File: config.mk
export PLATFORM = sky130hd
export DESIGN_NAME = memory_arbiter
export DESIGN_NICKNAME = d
export VERILOG_FILES = /design/src/rtl/memory_arbiter_pkg.sv /design/src/rtl/memory_arbiter.sv
export SDC_FILE = /design/constraint.sdc
export NUM_CORES = 1
export LEC_CHECK = 0
export BUFFER_PORTS_ARGS = -buffer_cell sky130_fd_sc_hd__clkbuf_2
export CORE_ASPECT_RATIO = 1.2
export CORE_MARGIN = 2
export CORE_UTILIZATION = 55
export DETAILED_ROUTE_END_ITERATION = 10
export PLACE_DENSITY = 0.86
export SETUP_SLACK_MARGIN = 0.4
export SYNTH_ARGS = -nofsm -noshare
export SYNTH_HDL_FRONTEND = slang
export SYNTH_SLANG_ARGS = --single-unit
File: constraint.sdc
create_clock -name clock -period 2.95 [get_ports clock]
set_input_delay 0.59 -clock clock [delete_from_list [all_inputs] [get_ports clock]]
set_output_delay 0.59 -clock clock [all_outputs]
set_load 0.02 [all_outputs]
File: src/rtl/memory_arbiter_pkg.sv
// Shared types and constants for the instruction/data cache memory arbiter.
// The request type describes one cache-line miss. The state enum and the
// default response timeout are kept here with it.

`ifndef ICACHE_LINE_WIDTH
`define ICACHE_LINE_WIDTH 128
`endif

`ifndef DCACHE_LINE_WIDTH
`define DCACHE_LINE_WIDTH `ICACHE_LINE_WIDTH
`endif

package memory_arbiter_pkg;

    // Width of one cache line moved between memory and either cache.
    localparam int LINE_WIDTH = `ICACHE_LINE_WIDTH;

    // Default number of cycles to wait for memory before reporting a bus error.
    localparam int unsigned MEM_ARB_TIMEOUT = 256;

    // One cache-line miss request forwarded to the memory hierarchy.
    typedef struct packed {
        logic [31:0] addr;
        logic        write;
    } memory_request_t;

    // IDLE: free to grant a request.
    // WAIT_RSP: one transaction is outstanding and its response is awaited.
    // DRAIN: the transaction timed out, and its late response is discarded.
    typedef enum logic [1:0] {
        IDLE     = 2'd0,
        WAIT_RSP = 2'd1,
        DRAIN    = 2'd2
    } mem_arb_state_t;

endpackage

File: src/rtl/memory_arbiter.sv
// Two-requester memory arbiter. Instruction-cache and data-cache miss requests
// are latched, granted one at a time with round-robin tie breaking, and
// forwarded as single-cycle pulses. Each response is routed back to the
// requester that owns the transaction. A timeout turns a missing response into
// a bus error, and the late response is then drained. Every output is a flop.

`ifndef ICACHE_LINE_WIDTH
`define ICACHE_LINE_WIDTH 128
`endif

module memory_arbiter
    import memory_arbiter_pkg::*;
#(
    parameter int unsigned MEM_TIMEOUT = MEM_ARB_TIMEOUT
) (
    input  logic                          clock,
    input  logic                          reset,

    input  logic                          ic_req_valid,
    input  memory_request_t               ic_req_info,
    output logic                          ic_rsp_valid,
    output logic                          ic_rsp_bus_error,

    input  logic                          dc_req_valid,
    input  memory_request_t               dc_req_info,
    output logic                          dc_rsp_valid,
    output logic                          dc_rsp_bus_error,

    output logic [`ICACHE_LINE_WIDTH-1:0] rsp_data,

    output logic                          mem_req_valid,
    output memory_request_t               mem_req_info,
    input  logic                          mem_rsp_valid,
    input  logic [`ICACHE_LINE_WIDTH-1:0] mem_rsp_data,
    input  logic                          mem_rsp_bus_error
);

    // Last count value before the wait is abandoned (WAIT_RSP) or given up (DRAIN).
    localparam logic [15:0] TERMINAL_COUNT = 16'(MEM_TIMEOUT - 1);

    mem_arb_state_t  state;
    mem_arb_state_t  state_next;

    logic            ic_pending;
    logic            dc_pending;
    memory_request_t ic_info;
    memory_request_t dc_info;

    logic            owner_dc;
    logic            prefer_dc;
    logic [15:0]     wait_count;

    logic            ic_want;
    logic            dc_want;
    logic            grant_dc;
    memory_request_t grant_info;
    logic            count_done;

    logic            do_grant;
    logic            do_deliver;
    logic            deliver_error;
    logic            count_clear;
    logic            count_inc;

    // A requester wants service if its request is already latched or arriving now.
    // On a tie the round-robin pointer decides. A latched request wins over a
    // fresh pulse, so the info captured first is the one that is forwarded.
    always_comb begin
        ic_want    = ic_pending | ic_req_valid;
        dc_want    = dc_pending | dc_req_valid;
        grant_dc   = dc_want & (~ic_want | prefer_dc);
        grant_info = '0;
        if (grant_dc) begin
            grant_info = dc_pending ? dc_info : dc_req_info;
        end else begin
            grant_info = ic_pending ? ic_info : ic_req_info;
        end
        count_done = (wait_count == TERMINAL_COUNT);
    end

    // Next-state logic and the control strobes that drive the datapath flops.
    // A response in the same cycle as the terminal count is treated as a normal
    // response, so no bus error is raised.
    always_comb begin
        state_next    = state;
        do_grant      = 1'b0;
        do_deliver    = 1'b0;
        deliver_error = 1'b0;
        count_clear   = 1'b0;
        count_inc     = 1'b0;
        case (state)
            IDLE: begin
                if (ic_want || dc_want) begin
                    do_grant    = 1'b1;
                    count_clear = 1'b1;
                    state_next  = WAIT_RSP;
                end
            end
            WAIT_RSP: begin
                if (mem_rsp_valid) begin
                    do_deliver = 1'b1;
                    state_next = IDLE;
                end else if (count_done) begin
                    do_deliver    = 1'b1;
                    deliver_error = 1'b1;
                    count_clear   = 1'b1;
                    state_next    = DRAIN;
                end else begin
                    count_inc = 1'b1;
                end
            end
            DRAIN: begin
                if (mem_rsp_valid || count_done) begin
                    state_next = IDLE;
                end else begin
                    count_inc = 1'b1;
                end
            end
            default: begin
                state_next = IDLE;
            end
        endcase
    end

    // State register.
    always_ff @(posedge clock or negedge reset) begin
        if (!reset) begin
            state <= IDLE;
        end else begin
            state <= state_next;
        end
    end

    // Pending latches. A request is captured once and held until its response
    // (normal or timeout error) is delivered. A repeated pulse keeps the original info.
    always_ff @(posedge clock or negedge reset) begin
        if (!reset) begin
            ic_pending <= 1'b0;
            ic_info    <= '0;
            dc_pending <= 1'b0;
            dc_info    <= '0;
        end else begin
            if (do_deliver && !owner_dc) begin
                ic_pending <= 1'b0;
            end else if (ic_req_valid && !ic_pending) begin
                ic_pending <= 1'b1;
                ic_info    <= ic_req_info;
            end
            if (do_deliver && owner_dc) begin
                dc_pending <= 1'b0;
            end else if (dc_req_valid && !dc_pending) begin
                dc_pending <= 1'b1;
                dc_info    <= dc_req_info;
            end
        end
    end

    // Ownership of the outstanding transaction and the round-robin pointer.
    // The pointer moves to the other requester when a transaction finishes.
    // After reset it favours the data cache.
    always_ff @(posedge clock or negedge reset) begin
        if (!reset) begin
            owner_dc  <= 1'b0;
            prefer_dc <= 1'b1;
        end else begin
            if (do_grant) begin
                owner_dc <= grant_dc;
            end
            if (do_deliver) begin
                prefer_dc <= ~owner_dc;
            end
        end
    end

    // Cycle counter for the response timeout and for the drain window.
    always_ff @(posedge clock or negedge reset) begin
        if (!reset) begin
            wait_count <= '0;
        end else if (count_clear) begin
            wait_count <= '0;
        end else if (count_inc) begin
            wait_count <= wait_count + 16'd1;
        end
    end

    // Registered outputs. Valid and error flags are one-cycle pulses.
    // Request info and response data hold their last value between transactions.
    always_ff @(posedge clock or negedge reset) begin
        if (!reset) begin
            mem_req_valid    <= 1'b0;
            mem_req_info     <= '0;
            ic_rsp_valid     <= 1'b0;
            ic_rsp_bus_error <= 1'b0;
            dc_rsp_valid     <= 1'b0;
            dc_rsp_bus_error <= 1'b0;
            rsp_data         <= '0;
        end else begin
            mem_req_valid    <= do_grant;
            ic_rsp_valid     <= do_deliver & ~owner_dc;
            dc_rsp_valid     <= do_deliver & owner_dc;
            ic_rsp_bus_error <= do_deliver & ~owner_dc & (deliver_error | mem_rsp_bus_error);
            dc_rsp_bus_error <= do_deliver & owner_dc & (deliver_error | mem_rsp_bus_error);
            if (do_grant) begin
                mem_req_info <= grant_info;
            end
            if (do_deliver) begin
                rsp_data <= deliver_error ? '0 : mem_rsp_data;
            end
        end
    end

    // A cache must not pulse a new request while its previous one is still latched.
    ic_reissue_check : assert property (@(posedge clock) disable iff (!reset)
        !(ic_req_valid && ic_pending));

    dc_reissue_check : assert property (@(posedge clock) disable iff (!reset)
        !(dc_req_valid && dc_pending));

endmodule

# Word-level counts from Yosys, hierarchy flattened
# Cells that the tools add are included.
[op_classes]
n_addsub = 1
n_eq_ne = 6
mux = 27
bitwise_logic = 13
reduce_logical = 16
[op_table]
columns = ["operator", "n"]
rows = [
  ["$mux 128", 1],
  ["$mux 33", 3],
  ["$mux 16", 2],
  ["$add 16x1->16 const B", 1],
  ["$eq 16x8->1 const B", 1],
  ["$mux 1", 14],
  ["$mux 2", 4],
  ["$pmux 2 s3", 1],
  ["$reduce_bool 2->1", 3],
  ["$and 1x1->1", 5],
  ["$logic_and 1x1->1", 4],
  ["$ne 2x2->1 const B", 2],
  ["$not 1->1", 4],
  ["$or 1x1->1", 4],
  ["$pmux 1 s2", 2],
  ["$reduce_and 2->1", 2],
  ["$logic_not 1->1", 3],
  ["$ne 3x3->1 const B", 1],
  ["$reduce_and 3->1", 1],
  ["$eq 2x1->1 const B", 1],
  ["$eq 2x2->1 const B", 1],
  ["$logic_not 2->1", 1],
  ["$logic_or 1x1->1", 2],
]
[word_totals]
register_bits = 254

# Depth between registers and ports, before layout
[logic_depth]
word_depth = 7
depth_mapped = 8
ltp_nobuf = 6

# Least setup slack after synthesis
# Ideal clock, no wire load.
[synth_timing]
path_type = "reg-to-reg"
start = "reg wait_count[12]"
end = "reg dc_info[0] (netlist bit)"
setup_time_ns = 0.125
arrival_ns = 1.785
t_required_ns = 2.825
path_slack_ns = 1.040
stages_incl_launch_ff = 6
path_buffers = 1
period_less_slack_ns = 1.910
cell_sequence = "dfrtp_1 nor4_4 a41oi_4 o21ai_4 buf_12 mux2_4"
[synth_via]
elab_chain_cells = 7
[synth_rtl]
columns = ["element", "line_no", "rtl"]
rows = [
  ["start, declared", "memory_arbiter.sv:51", "logic [15:0] wait_count;"],
  ["start signal, assigned", "memory_arbiter.sv:182", "wait_count <= wait_count + 16'd1;"],
  ["$eq 16x8->1", "memory_arbiter.sv:78", "count_done = (wait_count == TERMINAL_COUNT);"],
  ["$mux 1", "memory_arbiter.sv:103", "end else if (count_done) begin"],
  ["$mux 1", "memory_arbiter.sv:100", "if (mem_rsp_valid) begin"],
  ["$mux 1", "memory_arbiter.sv:91", "case (state)"],
  ["$logic_and 1x1->1", "memory_arbiter.sv:149", "if (do_deliver && owner_dc) begin"],
  ["$not 1->1 (no line)", "-", ""],
  ["$reduce_and 2->1 (no line)", "-", ""],
  ["end signal, assigned", "memory_arbiter.sv:153", "dc_info <= dc_req_info;"],
  ["end, declared", "memory_arbiter.sv:47", "memory_request_t dc_info;"],
]
# No other way between the ends.
# A chain may end at the register's enable or synchronous reset.

# Final worst setup path
[layout_timing]
start = "reg wait_count[10]"
end = "reg dc_info[30] (netlist bit)"
# Same word-level chain as after synthesis.

==> summary.md <==
| Metric | Value |
|---|---|
| Area growth, synth to finish | `26.97%` |
| DPL Wire Length | `21840 µm` |
| Syn_area_per_cell | `13.20 µm²` |
| Post-cts repair resize count | `0` |
| Clock Latency Late Sink | `0.53 ns` |
| Initial standard-cell utilization of the core | `0.5605` |
| Worst reg2reg startpoint | `wait_count[10]` |
| Slew at the pin with the worst max-slew slack | `1.050 ns` |
| Global-route met3 utilization | `0.1032` |
| Cell type with the largest total area after synthesis | `dfrtp_1` |
| Number of top-level pins | `366` |
| Global-route wire length before repair | `46750 µm` |
| Min Clock Period, post-route | `2.322 ns` |
| Ordered list of cells on the worst path | `nor4_4, a41oi_4, o21ai_4, buf_12, mux2_4` |
| Total Neg Setup Slack | `0 ns` |
| Post-synthesis sequential element count | `254` |
| Largest net degree at the start of global routing | `76` |
| Result of the run | `completed` |
| Depth of the most critical reg-to-reg path | `5` |
| Placement Rows | `56` |
| Clock-pin slew on the worst setup and hold paths | `0.06 ns` |
| Number of buffers added by the clock tree synthesis step | `26` |
| Aggregate routed wire length | `31310 µm` |
| DR vias/cell | `5.893` |
| Remaining design rule violation count | `0` |
| Reg-to-reg endpoint | `dc_info[30]` |
| CTS H-tree depth | `1` |
| Chip Height | `158.6 µm` |
| Largest driver fanout on the critical path | `25` |
| Cell family with most CP delay | `compound AO/OA/AOI/OAI gates` |
| Area after detailed placement | `12950 µm²` |
| Width of the die | `132.8 µm` |
| Hold crit path type | `input pin to async pin` |
| Maximum cell stage delay along the critical path | `0.47 ns` |
| GR Util met2 | `0.4685` |
| Required time at the worst-slack endpoint | `3.36 ns` |
| Gate Count Post-Synth | `830` |
| Cell leakage power | `6.874 nW` |
| Fraction of layout cells with a size suffix above 1 | `0.4298` |
| Num Clock Sinks | `254` |
| Setup Buffers After CTS | `0` |
| Pwr/cell area | `1237 nW/µm²` |
| Ranking of synthesized cells by area | `dfrtp_1, a22o_1, mux2_4` |
| Number of global-route vias before repair | `8393` |
| Most used routing layer | `met2` |
| Total congestion overflow | `0` |
| Number of fillers in the final layout | `1308` |
| Post-Syn Area | `10960 µm²` |
| Average wire length per cell after detail routing | `21.58 µm` |
| Fraction of the cycle the final worst path needs | `0.7872` |
| Critical Path Sink Type | `flop` |
| Net total in the final layout | `1375` |
| Sequential share of the synthesized area | `0.5802` |
| Final hold vios | `0` |
| Post-route cell area | `13910 µm²` |
| Initial antenna violation count | `3` |
| Cell at the root of the clock tree | `clkbuf_16` |
| CTS tree | `yes` |
| Number of vias in the routed layout | `8551` |
| Total routing usage reported by global routing | `0.2847` |
| Relative slew slack | `0.3000` |
| Port buffer count | `365` |
| Maximum vdd drop | `0.0007466 V` |
| Flop-to-flop setup slack | `0.63 ns` |
| Global placer's final weighted congestion | `0.8526` |
| Number of detailed-route iterations in the first pass | `5` |
| Pins Over Slew Limit | `0` |
| Startpoint Class | `flop` |
| GR met1 Demand/Resource | `0.3434` |
| Warning count from the yosys run | `0` |
| Post-route ant nets | `0` |
| Number of buffers on the longest clock path | `3` |
| Class of the most critical setup path | `flop to flop` |
| Maximum operating frequency | `430.6 MHz` |
| Register Area | `6360 µm²` |
| Maxcap violations | `0` |
| CP max-delay cell | `o21ai_4` |
| Synth top area share | `0.5778` |
| Multi-input combinational cell area | `4168 µm²` |
| Worst clock skew on the final layout | `0.01892 ns` |
| Violation count after the first detailed-routing iteration | `480` |
| Area of the core | `19550 µm²` |
| CP Data Arrival Time | `2.73 ns` |
| Total buffers and inverters traversed by the critical path | `1` |
| Leading cell type in the layout, fill and taps excluded | `clkbuf_2` |
| Commonest cells after routing, fill and taps aside | `clkbuf_2, dfrtp_1, a22o_1` |
| DIE AREA | `21070 µm²` |
| Hold-fix buffers, CTS | `0` |
| RSZ-0062 raised after global routing | `no` |
| Number of library cell types mapped by synthesis | `45` |
| Total of endpoints with negative setup slack in the final report | `0` |
| Synthesized net count | `1034` |
per-layer routing:
metal	part of all wire	routed length, µm
met1	0.37	11600
met2	0.48	15120
met3	0.10	3201
met4	0.044	1385
met5	0.00042	13
registers in the layout, summed over array words and instances, names as in the netlist:
register and flops:
wait_count 16, dc_rsp_bus_error 1, rsp_data 128, dc_rsp_valid 1, mem_req_valid 1, dc_info 33
ic_rsp_valid 1, mem_req_info 33, ic_rsp_bus_error 1, ic_pending 1, prefer_dc 1, state 2
dc_pending 1, ic_info 33, owner_dc 1
where the power goes:
| group | total [mW] | internal [mW] | switching [mW] |
|---|---|---|---|
| logic | 7.54 | 3.14 | 4.40 |
| registers | 6.13 | 5.12 | 1.02 |
| clock network | 3.54 | 2.16 | 1.38 |
worst max path at each step:
stage,startpoint,end,slack [ns],cells past startpoint
after floorplan,wait_count[12],dc_info[0],1.04,5
after global placement,wait_count[12],ic_info[18],0.52,5
after detailed placement,wait_count[10],ic_info[32],0.45,5
after CTS,wait_count[10],ic_info[27],0.43,5
after global routing,wait_count[0],dc_info[18],0.55,6
final,wait_count[10],dc_info[30],0.63,5
logic make-up after synthesis:
| family | Yosys count | synth area share |
|---|---|---|
| flops | 254 | 0.5802 |
| simple gates | 154 | 0.08302 |
| buf+inv | 77 | 0.04214 |
| mux | 68 | 0.09021 |
| compound gates | 273 | 0.1998 |
| fa+ha+maj | 4 | 0.004568 |
cell usage after synthesis (all sizes together):
cell type and n:
inv 7, nand3 5, a211oi 66, a21oi 19
ha 4, o21ba 1, dfrtp 253, o22a 1
or2 1, nor2 6, o22ai 1, nand2b 3
a22o 129, clkbuf 38, nor2b 68, dfstp 1
and4 3, and3 2, o21ai 9, a21o 1
or3 5, nand4 7, mux2i 2, and2 1
buf 32, nor3b 1, o31ai 44, or4 10
nor4 3, nand2 38, and3b 1, a41oi 1
mux2 66, a22oi 1
through the flow:
| stage | hold WS, ns | power (mW) | cells | worst slack (ns) | util |
|---|---|---|---|---|---|
| after floorplan | 0.2944 | 11.14 | 830 | 1.040 | - |
| after global placement | 0.4638 | 13.35 | 1402 | 0.5228 | 0.6624 |
| after detailed placement | 0.4698 | 13.60 | 1402 | 0.4540 | 0.6624 |
| after CTS | 0.04448 | 17.25 | 1448 | 0.4344 | 0.7101 |
| after global routing | 0.05970 | 18.07 | 1451 | 0.5482 | 0.7117 |
| final | 0.02517 | 17.21 | 1451 | 0.6277 | 0.7117 |
final cells by class:
type	instances	area share
antenna	1	0.0001799
clock buffer	32	0.05126
clock inverter	14	0.01574
inverter	7	0.001889
multi-input combinational	499	0.2996
sequential	254	0.4571
tap	261	0.02347
timing repair buffer	383	0.1507
No activity file was read; power rests on OpenSTA's default activity.
